### src/rtl/ctrl_pkg.sv
// rtl/ctrl_pkg.sv - opcode, state, alu_op, pc_src and wb_sel encodings for the multi-cycle control FSM
package ctrl_pkg;

    localparam logic [6:0] OP_R     = 7'b0110011;
    localparam logic [6:0] OP_I     = 7'b0010011;
    localparam logic [6:0] OP_L     = 7'b0000011;
    localparam logic [6:0] OP_S     = 7'b0100011;
    localparam logic [6:0] OP_B     = 7'b1100011;
    localparam logic [6:0] OP_LUI   = 7'b0110111;
    localparam logic [6:0] OP_AUIPC = 7'b0010111;
    localparam logic [6:0] OP_JAL   = 7'b1101111;
    localparam logic [6:0] OP_JALR  = 7'b1100111;

    typedef enum logic [2:0] {
        ST_IDLE = 3'd0,
        ST_IF   = 3'd1,
        ST_ID   = 3'd2,
        ST_EX   = 3'd3,
        ST_MEM  = 3'd4,
        ST_WB   = 3'd5,
        ST_HALT = 3'd6
    } state_t;

    typedef enum logic [3:0] {
        ALU_ADD    = 4'd0,
        ALU_SUB    = 4'd1,
        ALU_SLL    = 4'd2,
        ALU_SLT    = 4'd3,
        ALU_SLTU   = 4'd4,
        ALU_XOR    = 4'd5,
        ALU_SRL    = 4'd6,
        ALU_SRA    = 4'd7,
        ALU_OR     = 4'd8,
        ALU_AND    = 4'd9,
        ALU_PASS_B = 4'd10
    } alu_op_t;

    localparam logic [1:0] PC_PLUS4 = 2'd0;
    localparam logic [1:0] PC_REL   = 2'd1;
    localparam logic [1:0] PC_JALR  = 2'd2;

    localparam logic [1:0] WB_ALU = 2'd0;
    localparam logic [1:0] WB_MEM = 2'd1;
    localparam logic [1:0] WB_PC4 = 2'd2;

    function automatic logic is_legal(input logic [6:0] op);
        case (op)
            OP_R, OP_I, OP_L, OP_S, OP_B, OP_LUI, OP_AUIPC, OP_JAL, OP_JALR: is_legal = 1'b1;
            default: is_legal = 1'b0;
        endcase
    endfunction

endpackage

### src/rtl/alu_op_decode.sv
// rtl/alu_op_decode.sv - combinational opcode/funct3/funct7 to ALU operation decode
module alu_op_decode
    import ctrl_pkg::*;
(
    input  logic [6:0] opcode,
    input  logic [2:0] funct3,
    input  logic [6:0] funct7,
    output logic [3:0] alu_op
);

    logic    alt;
    alu_op_t op;

    // Only the exact 0100000 pattern selects SUB/SRA; other funct7 values take the base op.
    assign alt = (funct7 == 7'b0100000);

    always_comb begin
        op = ALU_ADD;
        case (opcode)
            OP_R, OP_I: begin
                case (funct3)
                    3'b000:  op = (opcode == OP_R && alt) ? ALU_SUB : ALU_ADD;
                    3'b001:  op = ALU_SLL;
                    3'b010:  op = ALU_SLT;
                    3'b011:  op = ALU_SLTU;
                    3'b100:  op = ALU_XOR;
                    3'b101:  op = alt ? ALU_SRA : ALU_SRL;
                    3'b110:  op = ALU_OR;
                    default: op = ALU_AND;
                endcase
            end
            OP_B: begin
                case (funct3)
                    3'b100, 3'b101: op = ALU_SLT;
                    3'b110, 3'b111: op = ALU_SLTU;
                    default:        op = ALU_SUB;
                endcase
            end
            OP_LUI:  op = ALU_PASS_B;
            default: op = ALU_ADD;
        endcase
    end

    assign alu_op = op;

endmodule

### src/rtl/multicycle_ctrl.sv
// rtl/multicycle_ctrl.sv - multi-cycle RV32I control FSM (IF/ID/EX/MEM/WB) with retired-instruction counter
module multicycle_ctrl
    import ctrl_pkg::*;
#(
    parameter int CNT_W    = 32,
    parameter int MEM_WAIT = 1
) (
    input  logic             clk,
    input  logic             rst_n,
    input  logic             run,
    input  logic [6:0]       opcode,
    input  logic [2:0]       funct3,
    input  logic [6:0]       funct7,
    input  logic             zero,
    input  logic             mem_ack,
    output logic             pc_write,
    output logic             ir_write,
    output logic [1:0]       pc_src,
    output logic             alu_src_a,
    output logic             alu_src_b,
    output logic [3:0]       alu_op,
    output logic             mem_req,
    output logic             mem_we,
    output logic             reg_write,
    output logic [1:0]       wb_sel,
    output logic             halted,
    output logic [CNT_W-1:0] retired
);

    state_t     state, state_nxt;
    logic       retire;
    logic       br_taken;
    logic [3:0] dec_op;

    alu_op_decode u_dec (
        .opcode (opcode),
        .funct3 (funct3),
        .funct7 (funct7),
        .alu_op (dec_op)
    );

    // Datapath registers update on the falling edge, so the FSM does too.
    always_ff @(negedge clk or negedge rst_n) begin
        if (!rst_n) begin
            state   <= ST_IDLE;
            retired <= '0;
        end else begin
            state <= state_nxt;
            if (retire) retired <= retired + 1'b1;
        end
    end

    // zero reflects SUB for BEQ/BNE and SLT/SLTU (result 1 -> zero=0) for the ordered compares.
    always_comb begin
        case (funct3)
            3'b000:  br_taken = zero;
            3'b001:  br_taken = ~zero;
            3'b100:  br_taken = ~zero;
            3'b101:  br_taken = zero;
            3'b110:  br_taken = ~zero;
            3'b111:  br_taken = zero;
            default: br_taken = 1'b0;
        endcase
    end

    always_comb begin
        state_nxt = state;
        retire    = 1'b0;
        pc_write  = 1'b0;
        ir_write  = 1'b0;
        pc_src    = PC_PLUS4;
        alu_src_a = 1'b0;
        alu_src_b = 1'b0;
        alu_op    = ALU_ADD;
        mem_req   = 1'b0;
        mem_we    = 1'b0;
        reg_write = 1'b0;
        wb_sel    = WB_ALU;
        halted    = 1'b0;

        case (state)
            ST_IDLE: if (run) state_nxt = ST_IF;
            ST_IF: begin
                pc_write  = 1'b1;
                ir_write  = 1'b1;
                state_nxt = ST_ID;
            end
            ST_ID: state_nxt = is_legal(opcode) ? ST_EX : ST_HALT;
            ST_EX: begin
                alu_op = dec_op;
                case (opcode)
                    OP_I, OP_L, OP_S, OP_LUI: alu_src_b = 1'b1;
                    OP_AUIPC: begin
                        alu_src_a = 1'b1;
                        alu_src_b = 1'b1;
                    end
                    OP_JAL: begin
                        alu_src_a = 1'b1;
                        alu_src_b = 1'b1;
                        pc_write  = 1'b1;
                        pc_src    = PC_REL;
                    end
                    OP_JALR: begin
                        alu_src_b = 1'b1;
                        pc_write  = 1'b1;
                        pc_src    = PC_JALR;
                    end
                    OP_B: begin
                        pc_write = br_taken;
                        pc_src   = br_taken ? PC_REL : PC_PLUS4;
                    end
                    default: ;
                endcase
                if (opcode == OP_L || opcode == OP_S) state_nxt = ST_MEM;
                else if (opcode == OP_B)              retire    = 1'b1;
                else                                  state_nxt = ST_WB;
            end
            ST_MEM: begin
                mem_req = 1'b1;
                mem_we  = (opcode == OP_S);
                if (MEM_WAIT == 0 || mem_ack) begin
                    if (opcode == OP_S) retire    = 1'b1;
                    else                state_nxt = ST_WB;
                end
            end
            ST_WB: begin
                reg_write = 1'b1;
                if (opcode == OP_L)                           wb_sel = WB_MEM;
                else if (opcode == OP_JAL || opcode == OP_JALR) wb_sel = WB_PC4;
                retire = 1'b1;
            end
            ST_HALT: halted = 1'b1;
            default: state_nxt = ST_IDLE;
        endcase

        if (retire) state_nxt = run ? ST_IF : ST_IDLE;
    end

endmodule

### config.mk
export PLATFORM = sky130hd
export DESIGN_NAME = multicycle_ctrl
export DESIGN_NICKNAME = d
export VERILOG_FILES = /design/src/rtl/ctrl_pkg.sv /design/src/rtl/alu_op_decode.sv /design/src/rtl/multicycle_ctrl.sv
export SDC_FILE = /design/constraint.sdc
export NUM_CORES = 1
export LEC_CHECK = 0
export CORE_UTILIZATION = 40
export DETAILED_ROUTE_END_ITERATION = 10
export MAX_ROUTING_LAYER = met4
export PLACE_DENSITY = 0.71
export SETUP_SLACK_MARGIN = 0.15
export SLEW_MARGIN = 15
export SYNTH_ARGS = -nofsm -noshare
export SYNTH_HDL_FRONTEND = slang
export SYNTH_SLANG_ARGS = --single-unit
export TNS_END_PERCENT = 5
### constraint.sdc
create_clock -name clk -period 4.5 [get_ports clk]
set_input_delay 0.9 -clock clk [delete_from_list [all_inputs] [get_ports clk]]
set_output_delay 0.9 -clock clk [all_outputs]
set_load 0.05 [all_outputs]
==> results of run 1 <==
stage by stage:
| step | TNS [ps] | hold WS [ps] |
|---|---|---|
| after global placement | -20870 | 437 |
| after global routing | -3370 | 448 |
| after CTS | -1680 | 444 |
| after floorplan | -5910 | 547 |
| after detailed placement | -23050 | 440 |
| final | -1650 | 447 |
power by group:
part           leakage, µW  internal (µW)  total, µW  switching, µW
Sequential        0.000468            347        390           42.4
Clock            0.0000422            109        224            115
Combinational      0.00112            263        554            291
Total              0.00163            719       1170            449
Yosys cell counts, types with 2 or more instances:
cell      number  area [µm²]
xor2_1         8        70.1
xnor2_1       24         210
nand3_1       13        65.1
a21oi_1        9        45.0
nand4_1        8        50.1
a31oi_1        4        25.0
nor2_1        11        41.3
nand2_1       24        90.1
o21ai_0        6        30.0
buf_6          3        33.8
nor3_1        11        55.1
and3_1         6        37.5
nor3b_1        2        15.0
nand3b_1       4        30.0
nor4_1         7        43.8
dfrtn_1       35         876
and4_1         4        35.0
clkbuf_1       5        18.8
inv_1          8        30.0
repair_timing:
action                     CTS  global route
hold buffers                 0             0
pin swaps                   33             6
buffers inserted             1             0
gates resized for setup     46            10
setup endpoints to repair   50            50
kinds of logic after synthesis:
| logic type | share of synthesized area [%] |
|---|---|
| xor gates and xnor gates | 13.3 |
| buffers and inverters | 4.16 |
| adders and majority gates | 0.594 |
| and+or+nand+nor | 28.3 |
| AOI/OAI and AO/OA | 11.0 |
| DFF | 41.6 |
| muxes | 1.01 |
layout by cell type (no fill, tap or decap), types with 2 or more instances in the layout:
cell type         n
a21oi_1           8
a31oi_1           3
and3_1            6
and3b_2           2
and4_1            4
buf_12           47
buf_2             4
buf_4            32
buf_6             4
clkbuf_1          2
clkbuf_8          5
clkdlybuf4s50_1  13
dfrtn_1          35
inv_1             7
nand2_1          23
nand3_1          13
nand3b_1          4
nand4_1           8
nor2_1            8
nor2_4            2
nor3_1            6
nor3_2            2
nor3_4            3
nor4_1            4
nor4_2            2
o21ai_0           4
o21ai_1           2
xnor2_1          24
xor2_1            8
final timing paths:
| path | slack, ps | start | depth (start not counted) | to |
|---|---|---|---|---|
| max in group asynchronous | 1000 | rst_n | 2 | state[0] |
| hold / removal | 450 | retired[31] | 1 | retired[31] |
| hold reg to reg | 450 | retired[31] | 1 | retired[31] |
| setup reg to reg | 2230 | state[2] | 6 | retired[15] |
| setup / recovery | -240 | state[2] | 3 | mem_we |
| min in group asynchronous | 3160 | rst_n | 2 | retired[17] |
flip-flops by register name (all words and copies together), names as in the netlist:
register	count
state	3
retired	32
final cells by class:
class                      count  area, µm²  area share [%]
clock buffer                   7       76.3            2.01
timing repair buffer         103       1400            37.0
sequential                    35        876            23.1
inverter                       8       30.0           0.792
tap                           70       87.6            2.31
multi-input combinational    173       1320            34.7
clock inverter                 1       5.00           0.132
worst max-delay path, cell delays in order (launching register included):
cell,delay [ps]
dfrtn_1,440
or3b_4,430
nor4_4,240
buf_12,180
layer usage:
layer	GRT usage [%]	share of wire (%)
met5	-	0
met4	10.1	2.2
met3	5.15	4.9
met2	39.9	51
met1	30.9	42
==> results.toml, run 1 <==
[outcome]
status = "complete, but fails checks"
violations = "setup timing"

[placed_design]
dp_slack_ps = -802
place.detailed.hpwl_um = 4830
dp.cells = 388
gp_congestion = 0.932
place_area_um2 = 3590
io_buffer_count = 69

[layout]
fillerInstances = 348
final_area_um2 = 3790
area_growth_syn_to_layout_pct = 80.1
drive_above_1_share_pct = 37.6
fin_cells = 397
layout.nets = 349
utilization_pct = 74.7
diodes = 0

[sta]
rsz0062_at_grt = "yes"
skew_ps = 3.74
slew_headroom_pct = 47.8
hold_violations = 0
finalSetupViolations = 15
maxSlewViolCount = 0
worstMarginPinSlew_ps = 776
finalWorstSetupSlack_ps = -243

[drt]
antenna_left = 0
vias = 2148
firstDrtPassIters = 4
vias_per_cell = 5.41
drt_wl_total_um = 6360
drt_iter0_drc = 154
wl_per_cell_um = 16.0
drc_errors = 0

[global_route]
antenna_found_initial = 0
grt_pass1_wl_um = 9930
grt_use_total_pct = 25.0
grt_max_degree = 36
first_global_vias = 2067
overflow = 0

[yosys]
synth_edf_count = 0
postSynthAreaPerCell_um2 = 9.36
syn_inst = 225
async_reset_ff_share_pct = 100
synthDistinctLibCells = 52
syn_nets = 248
ys.flop_type = "dfrtn_1"
netlist_area_um2 = 2110
synth_seq_cells = 35
ys_seq_area_share_pct = 41.6
yosys_warnings = 0

[cts]
clkTransAtPathRegs_ps = 50
clk_latency_ps = 300
cts_buffer_depth = 2
ctsRootBufferMaster = "clkbuf_8"
cts_sinks = 35
cts_tree = "yes"
htree_levels = 2
cts_made_buffers = 5

[die]
die_h_um = 74.6
start_util_pct = 41.5
pin_count = 70
rows = 26
die_w_um = 74.6
core_area_um2 = 5070
die-area_um2 = 5560

[setup_path]
worstPathMaxFanout = 4
path_class = "reg2out"
arrival_ps = 3840
worstPathRequired_ps = 3600
end_kind = "output pin"
start_kind = "register"

[hold_path]
hp-class = "reg2reg"

[power_and_ir_drop]
peakVddDrop_mv = 0.348
p_leak_uw = 0.00163
p_total_uw = 1170
powerDensity_nw_per_um2 = 308

[flow_run]
cap_violations = 0
Power figures use the tool's default switching activity.
==> inputs of run 2 (changes only) <==
- CTS_CLUSTER_DIAMETER: not set -> 40
- MAX_ROUTING_LAYER: met4 -> not set
- PLACE_DENSITY: 0.71 -> 0.76
==> results.toml, run 2 (synthesis results as in run 1) <==
[drt]
firstDrtPassIters = 4
wl_per_cell_um = 17.4
vias_per_cell = 5.48
drc_errors = 0
drt_iter0_drc = 134
vias = 2193
antenna_left = 0
drt_wl_total_um = 6970

[layout]
reg.largest.list = "retired x32, state x3"
largest_reg_flops = 32
final_common_cell = "buf_12"
layout_common_cells = "48 x buf_12, 35 x dfrtn_1, 33 x buf_4"
multiInputGateArea_um2 = 1340
utilization_pct = 77.0
diodes = 0
fillerInstances = 306
seqCellArea_um2 = 876
final_area_um2 = 3910
drive_above_1_share_pct = 40.3
top_register = "retired"
layout.nets = 352
area_growth_syn_to_layout_pct = 85.6

[global_route]
grt_use_total_pct = 25.4
grt_max_degree = 36
grt_pass1_wl_um = 10600
antenna_found_initial = 0
first_global_vias = 2236
overflow = 0

[cts]
cts_sinks = 35
ctsRootBufferMaster = "clkbuf_8"
cts_tree = "yes"
clk_latency_ps = 300
cts_made_buffers = 5
cts_buffer_depth = 2
clkTransAtPathRegs_ps = 50
htree_levels = 2
cts_hold_buf = 0

[setup_path]
worstPathRequired_ps = 3600
worstPathMaxFanout = 5
path_class = "reg2out"
slowest_stage = "dfrtn_1"
arrival_ps = 3830
crit_chain = "or3b_4 > nor4_4 > buf_12"
start_kind = "register"
end_kind = "output pin"
max_stage_delay_ps = 450

[die]
die_w_um = 74.6
rows = 26
start_util_pct = 41.5
die-area_um2 = 5560
die_h_um = 74.6
core_area_um2 = 5070
pin_count = 70

[sta]
hold_violations = 0
setup_tns_ps = -1410
maxSlewViolCount = 0
finalWorstSetupSlack_ps = -231
worstMarginPinSlew_ps = 879
rsz0062_at_grt = "yes"
slew_headroom_pct = 40.9
finalSetupViolations = 19
skew_ps = 13.0

[placed_design]
io_buffer_count = 69
place_area_um2 = 3590
gp_congestion = 0.887
place.detailed.hpwl_um = 4820

[outcome]
violations = "setup timing"
status = "complete, but fails checks"

[power_and_ir_drop]
peakVddDrop_mv = 0.535
p_leak_uw = 0.00166
powerDensity_nw_per_um2 = 335

[hold_path]
hp-class = "reg2reg"

[flow_run]
cap_violations = 0
-- run 2: layout make-up --
type | count | area share, %
repair buffers | 105 | 36.8
multi-input cells | 174 | 34.4
inverters | 8 | 0.768
clock inverters | 2 | 1.54
well taps | 70 | 2.24
clock buffers | 6 | 1.86
flip-flops and latches | 35 | 22.4
-- run 2: metal layers --
layer	vias up	GRT usage, %	share of wire [%]
li1	1025	-	-
met1	1073	30.3	40
met2	80	45.8	53
met3	15	5.69	4.6
met4	0	7.13	2.1
met5	-	0	0
-- run 2: metrics by stage --
| stage | hold slack, ps | power [µW] | cells | setup WS [ps] |
|---|---|---|---|---|
| after floorplan | 547 | 672 | 225 | -272 |
| after global placement | 460 | 902 | 386 | -683 |
| after detailed placement | 469 | 916 | 386 | -768 |
| after CTS | 469 | 1280 | 398 | -232 |
| after global routing | 494 | 1360 | 400 | -274 |
| final | 467 | 1310 | 400 | -231 |
-- run 2: power by group --
group          leakage, µW  switching [µW]  total, µW  internal (µW)
registers         0.000468            44.0        391            347
clock network    0.0000654             120        341            222
logic              0.00113             305        576            271
total              0.00166             468       1310            840
-- run 2: final timing paths --
| check | start | endpoint | slack (ps) | cells past startpoint |
|---|---|---|---|---|
| min in group asynchronous | rst_n | retired[18] | 3160 | 2 |
| worst max-delay path | state[2] | mem_we | -230 | 3 |
| max in group asynchronous | rst_n | retired[20] | 990 | 2 |
| worst min register to register | retired[24] | retired[24] | 470 | 1 |
| worst min-delay path | retired[24] | retired[24] | 470 | 1 |
| worst max register to register | state[2] | retired[21] | 2240 | 6 |
-- run 2: what timing repair did --
action / CTS / global route
pin swaps: 29 / 7
hold endpoints to repair: 0 / 0
cloned: 2 / 0
resized for setup: 55 / 12
endpoints found under the setup margin: 50 / 50
buffers inserted: 2 / 2
-- run 2: critical path: cells and delay by family (launching register included) --
family,cells,cell delay (ps)
buffers and inverters,1,180
and+or+nand+nor,2,650
DFF,1,450
